File: src/rtl/alu_cmd_queue.sv
// Command FIFO in front of the ALU: filters illegal opcodes,
// counts drops, and presents the head entry on the ALU ports.
module alu_cmd_queue #(
  parameter int DEPTH      = 4,
  parameter int DATA_WIDTH = 32,
  parameter int OPRN_WIDTH = 6
) (
  input  logic                      CLK,
  input  logic                      RST,
  input  logic                      IN_VALID,
  output logic                      IN_READY,
  input  logic [DATA_WIDTH-1:0]     IN_OP1,
  input  logic [DATA_WIDTH-1:0]     IN_OP2,
  input  logic [OPRN_WIDTH-1:0]     IN_OPRN,
  output logic                      ISSUE_VALID,
  input  logic                      ISSUE_READY,
  output logic [DATA_WIDTH-1:0]     ALU_OP1,
  output logic [DATA_WIDTH-1:0]     ALU_OP2,
  output logic [OPRN_WIDTH-1:0]     ALU_OPRN,
  output logic [$clog2(DEPTH):0]    COUNT,
  output logic [7:0]                ERR_CNT
);

  localparam int AW = $clog2(DEPTH);
  localparam int CW = AW + 1;

  logic [DATA_WIDTH-1:0] op1_mem [DEPTH];
  logic [DATA_WIDTH-1:0] op2_mem [DEPTH];
  logic [OPRN_WIDTH-1:0] oprn_mem [DEPTH];

  logic [AW-1:0] wr_ptr;
  logic [AW-1:0] rd_ptr;
  logic [CW-1:0] count;
  logic [7:0]    err_cnt;
  logic          live;

  logic legal;
  logic take;
  logic push;
  logic drop;
  logic pop;

  // live holds IN_READY low until the first edge after reset release
  assign IN_READY    = live && (count != CW'(DEPTH));
  assign ISSUE_VALID = (count != '0);

  assign legal = (IN_OPRN != '0) &&
                 (IN_OPRN <= OPRN_WIDTH'(9));
  assign take  = IN_VALID & IN_READY;
  assign push  = take & legal;
  assign drop  = take & ~legal;
  assign pop   = ISSUE_VALID & ISSUE_READY;

  always_ff @(posedge CLK or posedge RST) begin
    if (RST) begin
      live <= 1'b0;
    end else begin
      live <= 1'b1;
    end
  end

  always_ff @(posedge CLK or posedge RST) begin
    if (RST) begin
      wr_ptr <= '0;
      rd_ptr <= '0;
      count  <= '0;
    end else begin
      if (push) begin
        wr_ptr <= wr_ptr + AW'(1);
      end
      if (pop) begin
        rd_ptr <= rd_ptr + AW'(1);
      end
      unique case ({push, pop})
        2'b10:   count <= count + CW'(1);
        2'b01:   count <= count - CW'(1);
        default: count <= count;
      endcase
    end
  end

  always_ff @(posedge CLK or posedge RST) begin
    if (RST) begin
      for (int i = 0; i < DEPTH; i++) begin
        op1_mem[i]  <= '0;
        op2_mem[i]  <= '0;
        oprn_mem[i] <= '0;
      end
    end else if (push) begin
      op1_mem[wr_ptr]  <= IN_OP1;
      op2_mem[wr_ptr]  <= IN_OP2;
      oprn_mem[wr_ptr] <= IN_OPRN;
    end
  end

  always_ff @(posedge CLK or posedge RST) begin
    if (RST) begin
      err_cnt <= '0;
    end else if (drop && (err_cnt != 8'hFF)) begin
      err_cnt <= err_cnt + 8'd1;
    end
  end

  // idle ALU sees OPRN 0, never stale storage
  always_comb begin
    ALU_OP1  = '0;
    ALU_OP2  = '0;
    ALU_OPRN = '0;
    if (ISSUE_VALID) begin
      ALU_OP1  = op1_mem[rd_ptr];
      ALU_OP2  = op2_mem[rd_ptr];
      ALU_OPRN = oprn_mem[rd_ptr];
    end
  end

  assign COUNT   = count;
  assign ERR_CNT = err_cnt;

endmodule

File: config.mk
export PLATFORM = sky130hd
export DESIGN_NAME = alu_cmd_queue
export DESIGN_NICKNAME = d
export VERILOG_FILES = /design/src/rtl/alu_cmd_queue.sv
export SDC_FILE = /design/constraint.sdc
export NUM_CORES = 1
export LEC_CHECK = 0
export ABC_AREA = 1
export BUFFER_PORTS_ARGS = -buffer_cell sky130_fd_sc_hd__buf_2
export CAP_MARGIN = 25
export CORE_MARGIN = 8
export CORE_UTILIZATION = 25
export DETAILED_ROUTE_END_ITERATION = 8
export GPL_TIMING_DRIVEN = 0
export HOLD_SLACK_MARGIN = 0.12
export PLACE_DENSITY_LB_ADDON = 0.08
export SETUP_SLACK_MARGIN = 0.15
export SYNTH_ARGS = -nofsm -noshare
export SYNTH_HDL_FRONTEND = slang
export SYNTH_SLANG_ARGS = --single-unit
File: constraint.sdc
create_clock -name CLK -period 31.7 [get_ports CLK]
set_clock_uncertainty 0.2 [all_clocks]
set_input_delay 7.925 -clock CLK [delete_from_list [all_inputs] [get_ports CLK]]
set_output_delay 7.925 -clock CLK [all_outputs]
set_load 0.02 [all_outputs]
== After elaboration in Yosys (flattened, before gate mapping) ==
Index checks and enable logic that the tools add are counted.

* Add/subtract/negate cells: 5
* $lt $le $gt $ge: 4
* Eq/ne operators: 4
* Muxes and demuxes: 20
* Bitwise operators: 7
* Reductions and logical operators: 7

{| class="wikitable"
|+ Operator list
! operator !! number
|-
| bitwise mux 128 bit || 2
|-
| 2-to-1 mux 32 bit || 7
|-
| binary-select mux 32 bit (select 2 bit) || 2
|-
| demux 32 bit (select 2 bit) || 1
|-
| bitwise mux 24 bit || 1
|-
| 2-to-1 mux 6 bit || 4
|-
| binary-select mux 6 bit (select 2 bit) || 1
|-
| demux 6 bit (select 2 bit) || 1
|-
| adder 8 x 1 -> 8 bit (second input constant) || 1
|-
| != test 8 bit (second input constant) || 1
|-
| greater-or-equal comparator 3 bit (second input constant) || 2
|-
| less-or-equal comparator 6 x 4 -> 1 bit (second input constant) || 1
|-
| NOT 2 -> 3 bit || 2
|-
| one-hot mux 3 bit (2 select lines) || 1
|-
| nonzero test 6 bit || 1
|-
| adder 2 x 1 -> 2 bit (second input constant) || 2
|-
| bitwise AND 1 bit || 4
|-
| logical AND 1 bit || 4
|-
| adder 3 x 1 -> 3 bit (second input constant) || 1
|-
| < comparator 3 x 1 -> 1 bit (second input constant) || 1
|-
| != test 3 bit (second input constant) || 1
|-
| nonzero test 3 bit || 1
|-
| subtractor 3 x 1 -> 3 bit (second input constant) || 1
|-
| == test 2 x 1 -> 1 bit (second input constant) || 1
|-
| 3 further kinds || 3
|}

* Register bits: 296
* Input bits: 74
* Output and inout bits: 83

== Depth between registers and ports, before layout ==
* Depth after elaboration: 6
* Mapped depth: 11

== Least setup slack after synthesis ==
Ideal clock, no wire load.

* Kind: register -> output
* Start: register rd_ptr[0]
* End: output ALU_OP1[0]
* Arrival: 1.576 ns
* Data required time: 23.575 ns
* Slack: 21.999 ns
* Cell stages (with the launch flop): 7
* Path buffers: 3
* Cells stage by stage: dfrtp_1 > clkbuf_1 > inv_2 > clkbuf_1 > clkbuf_1 > o21ai_0 > a21oi_1

* Word-level cells in the longest chain between the ends: 5

{| class="wikitable"
|+ Ends and longest elaborated chain
! item !! line !! text
|-
| start: declaration || 32 || <nowiki>logic [AW-1:0] rd_ptr;</nowiki>
|-
| start signal: assignment || 72 || <nowiki>rd_ptr <= rd_ptr + AW'(1);</nowiki>
|-
| NOT 2 -> 3 bit (implied by the code) || 110 || <nowiki>ALU_OP1 = op1_mem[rd_ptr];</nowiki>
|-
| binary-select mux 32 bit (select 2 bit) || 110 ||
|-
| 2-to-1 mux 32 bit (implied by the code) (2 in a row) || 110 ||
|-
| 2-to-1 mux 32 bit || 109 || <nowiki>if (ISSUE_VALID) begin</nowiki>
|-
| end: declaration || 17 || <nowiki>output logic [DATA_WIDTH-1:0] ALU_OP1,</nowiki>
|}

No other way between the ends. The select of a mux whose other input is x is not followed.

== Final worst setup path ==
* Start: register rd_ptr[1]
* End: output ALU_OPRN[5]

* Word-level cells in the longest chain between the ends: 5

{| class="wikitable"
|+ Ends and longest elaborated chain
! item !! line !! text
|-
| NOT 2 -> 3 bit (implied by the code) || 112 || <nowiki>ALU_OPRN = oprn_mem[rd_ptr];</nowiki>
|-
| binary-select mux 6 bit (select 2 bit) || 112 ||
|-
| 2-to-1 mux 6 bit (implied by the code) (2 in a row) || 112 ||
|-
| 2-to-1 mux 6 bit || 109 ||
|-
| end: declaration || 19 || <nowiki>output logic [OPRN_WIDTH-1:0] ALU_OPRN,</nowiki>
|}

No other way between the ends. The select of a mux whose other input is x is not followed.

==> flow_summary.html <==
<table>
<tr><th>Metric</th><th>Value</th></tr>
<tr><th colspan="2">Routing</th></tr>
<tr><td>Length of routed met2 wiring</td><td>25980 µm</td></tr>
<tr><td>First drt pass iteration count</td><td>5</td></tr>
<tr><td>Routed via count divided by cell count</td><td>4.594</td></tr>
<tr><td>DR iter-0 viols</td><td>about 1100</td></tr>
<tr><td>Drt wl/cell</td><td>19.38 µm</td></tr>
<tr><td>Metal-1 WL</td><td>26070 µm</td></tr>
<tr><td>Number of vias after detailed routing</td><td>13190</td></tr>
<tr><td>Remaining antenna violation count</td><td>0</td></tr>
<tr><td>DRC violations left</td><td>0</td></tr>
<tr><td>Post-Route WL</td><td>55670 µm</td></tr>
<tr><td>Highest metal layer with signal wires</td><td>met5</td></tr>
<tr><td>DR WL met3</td><td>2351 µm</td></tr>
<tr><th colspan="2">Logic synthesis</th></tr>
<tr><td>Post-synth EDFFs</td><td>0</td></tr>
<tr><td>Synthesized instance count</td><td>1877</td></tr>
<tr><td>Post-synthesis net count</td><td>a little under 2000</td></tr>
<tr><td>Leading cell types by total area after synthesis</td><td>sky130_fd_sc_hd__dfrtp_1 (52%), sky130_fd_sc_hd__nand2_1 (15%), sky130_fd_sc_hd__nand3_1 (9.8%)</td></tr>
<tr><td>Netlist area before placement</td><td>14380 µm²</td></tr>
<tr><td>Post-synth top cells</td><td>sky130_fd_sc_hd__nand2_1 (584), sky130_fd_sc_hd__dfrtp_1 (296), sky130_fd_sc_hd__nor2_1 (293)</td></tr>
<tr><td>#FFs+latches synth</td><td>about 300</td></tr>
<tr><td>Total number of yosys warnings</td><td>0</td></tr>
<tr><td>Avg Synthesized Cell Area</td><td>7.662 µm²</td></tr>
<tr><td>Most common cell in the netlist</td><td>sky130_fd_sc_hd__nand2_1</td></tr>
<tr><td>Sequential share of the synthesized area</td><td>51.51%</td></tr>
<tr><td>Area share of the largest cell type after synthesis</td><td>51.51%</td></tr>
<tr><td>Share of synthesized flip-flops with an asynchronous set or reset</td><td>100.0%</td></tr>
<tr><td>Leading register cell type out of synthesis</td><td>sky130_fd_sc_hd__dfrtp_1</td></tr>
<tr><td>Post-synthesis cell type with the largest combined area</td><td>sky130_fd_sc_hd__dfrtp_1</td></tr>
<tr><td>Distinct cell type count of the synthesized netlist</td><td>25</td></tr>
<tr><th colspan="2">Layout</th></tr>
<tr><td>Sequential cell area</td><td>7407 µm²</td></tr>
<tr><td>Synth-to-layout area growth</td><td>21.60%</td></tr>
<tr><td>Number of nets in the final layout</td><td>2160</td></tr>
<tr><td>Final core area utilization</td><td>30.54%</td></tr>
<tr><td>Fill count</td><td>6358</td></tr>
<tr><td>Total area of multi-input combinational cells</td><td>6071 µm²</td></tr>
<tr><td>Ratio of cells with drive above 1 in the final layout</td><td>a little over an eighth</td></tr>
<tr><th colspan="2">Clocking</th></tr>
<tr><td>Clock transition time at the flip-flop clock pins of the worst setup and hold paths</td><td>60 ps</td></tr>
<tr><td>CTS buffer count</td><td>40</td></tr>
<tr><td>Later-pin clock latency in the skew report</td><td>540 ps</td></tr>
<tr><td>Quantity of gates resized following cts</td><td>0</td></tr>
<tr><td>Clk root buf</td><td>sky130_fd_sc_hd__clkbuf_16</td></tr>
<tr><td>Cts-stage hold buffer count</td><td>0</td></tr>
<tr><td>Sink count of the clock tree</td><td>296</td></tr>
<tr><td>Number of setup buffers added after CTS</td><td>0</td></tr>
<tr><td>CTS H-Tree Depth</td><td>2</td></tr>
<tr><td>CTS tree</td><td>built</td></tr>
<tr><td>Number of buffers between clock root and the deepest sink</td><td>3</td></tr>
<tr><th colspan="2">Setup path</th></tr>
<tr><td>Critical register-to-register path startpoint</td><td>wr_ptr[1]$_DFFE_PP0P_</td></tr>
<tr><td>R2R setup slack</td><td>29010 ps</td></tr>
<tr><td>Critical path data arrival time</td><td>3100 ps</td></tr>
<tr><td>CP Capture Type</td><td>output pin</td></tr>
<tr><td>Endpoint of the lowest-slack register-to-register path</td><td>op2_mem[77]$_DFFE_PP0P_</td></tr>
<tr><td>CP cell instances</td><td>clkbuf_1, inv_2, clkbuf_1, a21oi_1, o21ai_0, a21oi_1, buf_2</td></tr>
<tr><td>Delay of the slowest cell on the worst path</td><td>590 ps</td></tr>
<tr><td>Highest net fanout along the worst path</td><td>10</td></tr>
<tr><td>FF-to-FF path depth</td><td>7</td></tr>
<tr><td>Count of buffering cells on the critical path with inverters included</td><td>4</td></tr>
<tr><td>Worst setup path category</td><td>flop to output pin</td></tr>
<tr><td>Critical path startpoint category</td><td>flop</td></tr>
<tr><td>Data required time at the worst endpoint</td><td>23580 ps</td></tr>
<tr><td>Top Family by Delay on Critical Path</td><td>buffers and inverters</td></tr>
<tr><td>Cell at the slowest stage of the critical path</td><td>sky130_fd_sc_hd__clkbuf_1</td></tr>
<tr><th colspan="2">GRT</th></tr>
<tr><td>Aggregate global routing overflow</td><td>0</td></tr>
<tr><td>Wire length of the first global-routing pass</td><td>85470 µm</td></tr>
<tr><td>Via count of the first global-routing pass</td><td>around 13000</td></tr>
<tr><td>Maximum number of pins on one net before global-route repair</td><td>96</td></tr>
<tr><td>GRT Total Usage</td><td>16.74%</td></tr>
<tr><td>Antenna violations before repair</td><td>3</td></tr>
<tr><th colspan="2">Timing</th></tr>
<tr><td>Total setup violations reported at the end of the flow</td><td>0</td></tr>
<tr><td>Max-slew violation count</td><td>0</td></tr>
<tr><td>Actual transition at the worst max-transition pin</td><td>between 700 and 800 ps</td></tr>
<tr><td>RSZ-0062 raised after global routing</td><td>false</td></tr>
<tr><td>Post-layout minimum cycle time</td><td>roughly 11000 ps</td></tr>
<tr><td>Hold violation count in the final report</td><td>0</td></tr>
<tr><td>Remaining max-slew budget at the tightest pin</td><td>a little under half</td></tr>
<tr><td>Timing-limited maximum frequency</td><td>89.07 MHz</td></tr>
<tr><td>Part of the cycle the worst path needs</td><td>about 35%</td></tr>
<tr><td>Final TNS setup</td><td>0 ps</td></tr>
<tr><th colspan="2">Placed design</th></tr>
<tr><td>Port Buffer Count</td><td>156</td></tr>
<tr><td>Weighted congestion reported at the end of routability-driven placement</td><td>0.7553</td></tr>
<tr><td>Placed wire-length estimate after detailed placement</td><td>a little under 40000 µm</td></tr>
<tr><th colspan="2">Floorplanning</th></tr>
<tr><td>Area of the die</td><td>65460 µm²</td></tr>
<tr><td>Vertical die dimension</td><td>between 200 and 300 µm</td></tr>
<tr><td>Io pins</td><td>157</td></tr>
<tr><td>Die Width</td><td>between 200 and 300 µm</td></tr>
<tr><td>Starting density of the core</td><td>between 20% and 30%</td></tr>
<tr><td>Core box area</td><td>57250 µm²</td></tr>
<tr><td>Row cnt</td><td>88</td></tr>
<tr><th colspan="2">Min path</th></tr>
<tr><td>Worst Hold End</td><td>op1_mem[12]$_DFFE_PP0P_</td></tr>
<tr><td>Hold Crit Depth</td><td>2</td></tr>
<tr><td>Hold Crit Start</td><td>op1_mem[12]$_DFFE_PP0P_</td></tr>
<tr><td>Worst hold path type</td><td>flop to flop</td></tr>
<tr><th colspan="2">Pwr</th></tr>
<tr><td>Power density of the placed cells</td><td>105.3 nW/µm²</td></tr>
<tr><td>LEAKAGE</td><td>9.174 nW</td></tr>
<tr><td>VDD IR-drop max</td><td>0.03861 mV</td></tr>
<tr><th colspan="2">Outcome</th></tr>
<tr><td>Result of the run</td><td>complete, no violations</td></tr>
<tr><th colspan="2">Run</th></tr>
<tr><td>Max-cap check violation count</td><td>0</td></tr>
</table>
where the power goes:
group          switching (W)  internal (W)
logic               0.000572      0.000227
clock network       0.000176      0.000266
registers          0.0000752      0.000525
cell families after synthesis:
group / after synthesis / share of synthesized area (%)
XOR/XNOR: 5 / 0.3045
other: 1 / 0.02608
adder cells (fa/ha/maj): 7 / 0.6612
buffers and inverters: 176 / 6.281
AO/OA/AOI/OAI: 221 / 7.717
flip-flops: 296 / 51.51
AND/OR/NAND/NOR: 1171 / 33.50
cells in the final DEF, fill, tap and decap left out, types with 2 or more instances in the layout:
cell type                   synthesis  final
sky130_fd_sc_hd__nand2_1          584    584
sky130_fd_sc_hd__dfrtp_1          296    296
sky130_fd_sc_hd__nor2_1           293    293
sky130_fd_sc_hd__nand3_1          283    283
sky130_fd_sc_hd__buf_2             14    170
sky130_fd_sc_hd__o21ai_0          145    145
sky130_fd_sc_hd__clkbuf_1          93    106
sky130_fd_sc_hd__a21oi_1           75     75
sky130_fd_sc_hd__clkbuf_16          0     41
sky130_fd_sc_hd__inv_1             29     28
sky130_fd_sc_hd__buf_6             27     27
sky130_fd_sc_hd__clkbuf_8           0      9
sky130_fd_sc_hd__buf_4              6      6
sky130_fd_sc_hd__ha_1               6      6
sky130_fd_sc_hd__inv_2              4      4
sky130_fd_sc_hd__xor2_1             4      4
sky130_fd_sc_hd__nand4_1            4      4
sky130_fd_sc_hd__nand2_4            3      3
sky130_fd_sc_hd__buf_1              3      3
sky130_fd_sc_hd__clkinv_2           0      3
sky130_fd_sc_hd__buf_16             0      3
sky130_fd_sc_hd__inv_6              0      2
state kept, by name, indices dropped and copies added (netlist names):
signal and flops:
op1_mem 128, op2_mem 128, oprn_mem 24, ERR_CNT 8, COUNT 3, rd_ptr 2, wr_ptr 2, live 1
metal layers:
| layer | global-route usage, % | up-vias |
|---|---|---|
| met3 | 2.632 | 75 |
| met5 | 0 | - |
| li1 | - | 6445 |
| met4 | 4.598 | 6 |
| met2 | 27.60 | 307 |
| met1 | 22.62 | 6361 |
worst max path at each step:
stage                               start                        to  slack, ps  cells after the start
global route        rd_ptr[0]$_DFFE_PP0P_               ALU_OPRN[3]      20280                      8
floorplan                             RST      COUNT[0]$_DFFE_PP0P_      15400                      1
CTS                 rd_ptr[0]$_DFFE_PP0P_               ALU_OPRN[1]      20460                      8
finish              rd_ptr[1]$_DFFE_PP0P_               ALU_OPRN[5]      20470                      7
detailed placement  rd_ptr[0]$_DFFE_PP0P_               ALU_OPRN[1]      21070                      8
global placement                      RST  op2_mem[119]$_DFFE_PP0P_      10470                      2
tightest hold or removal path: stages, from the launching register on:
cell                      delay (ps)
sky130_fd_sc_hd__dfrtp_1         330
sky130_fd_sc_hd__nand2_1          50
sky130_fd_sc_hd__nand2_1          50
cell type report:
class | count | area share [%]
Clock inverter | 6 | 0.3577
Multi-Input combinational cell | 1405 | 34.71
Timing Repair Buffer | 160 | 5.023
Tap cell | 765 | 5.473
Antenna cell | 1 | 0.01431
Buffer | 143 | 4.457
Sequential cell | 296 | 42.36
Clock buffer | 63 | 6.854
Inverter | 33 | 0.7512
through the flow:
step           worst slack (ps)  power (W)  area [µm²]  hold WS [ps]  std cells
3_3_place_gp              10470   0.001415       16120         247.3       2798
3_5_place_dp              21070   0.001424       16220         252.9       2802
5_1_grt                   20280   0.001990       17490         278.8       2871
2_1_floorplan             15400   0.001095       14380         236.6       1877
4_1_cts                   20460   0.001880       17490         266.7       2871
6_report                  20470   0.001842       17490         262.1       2872
(Power assumes the default switching activity.)
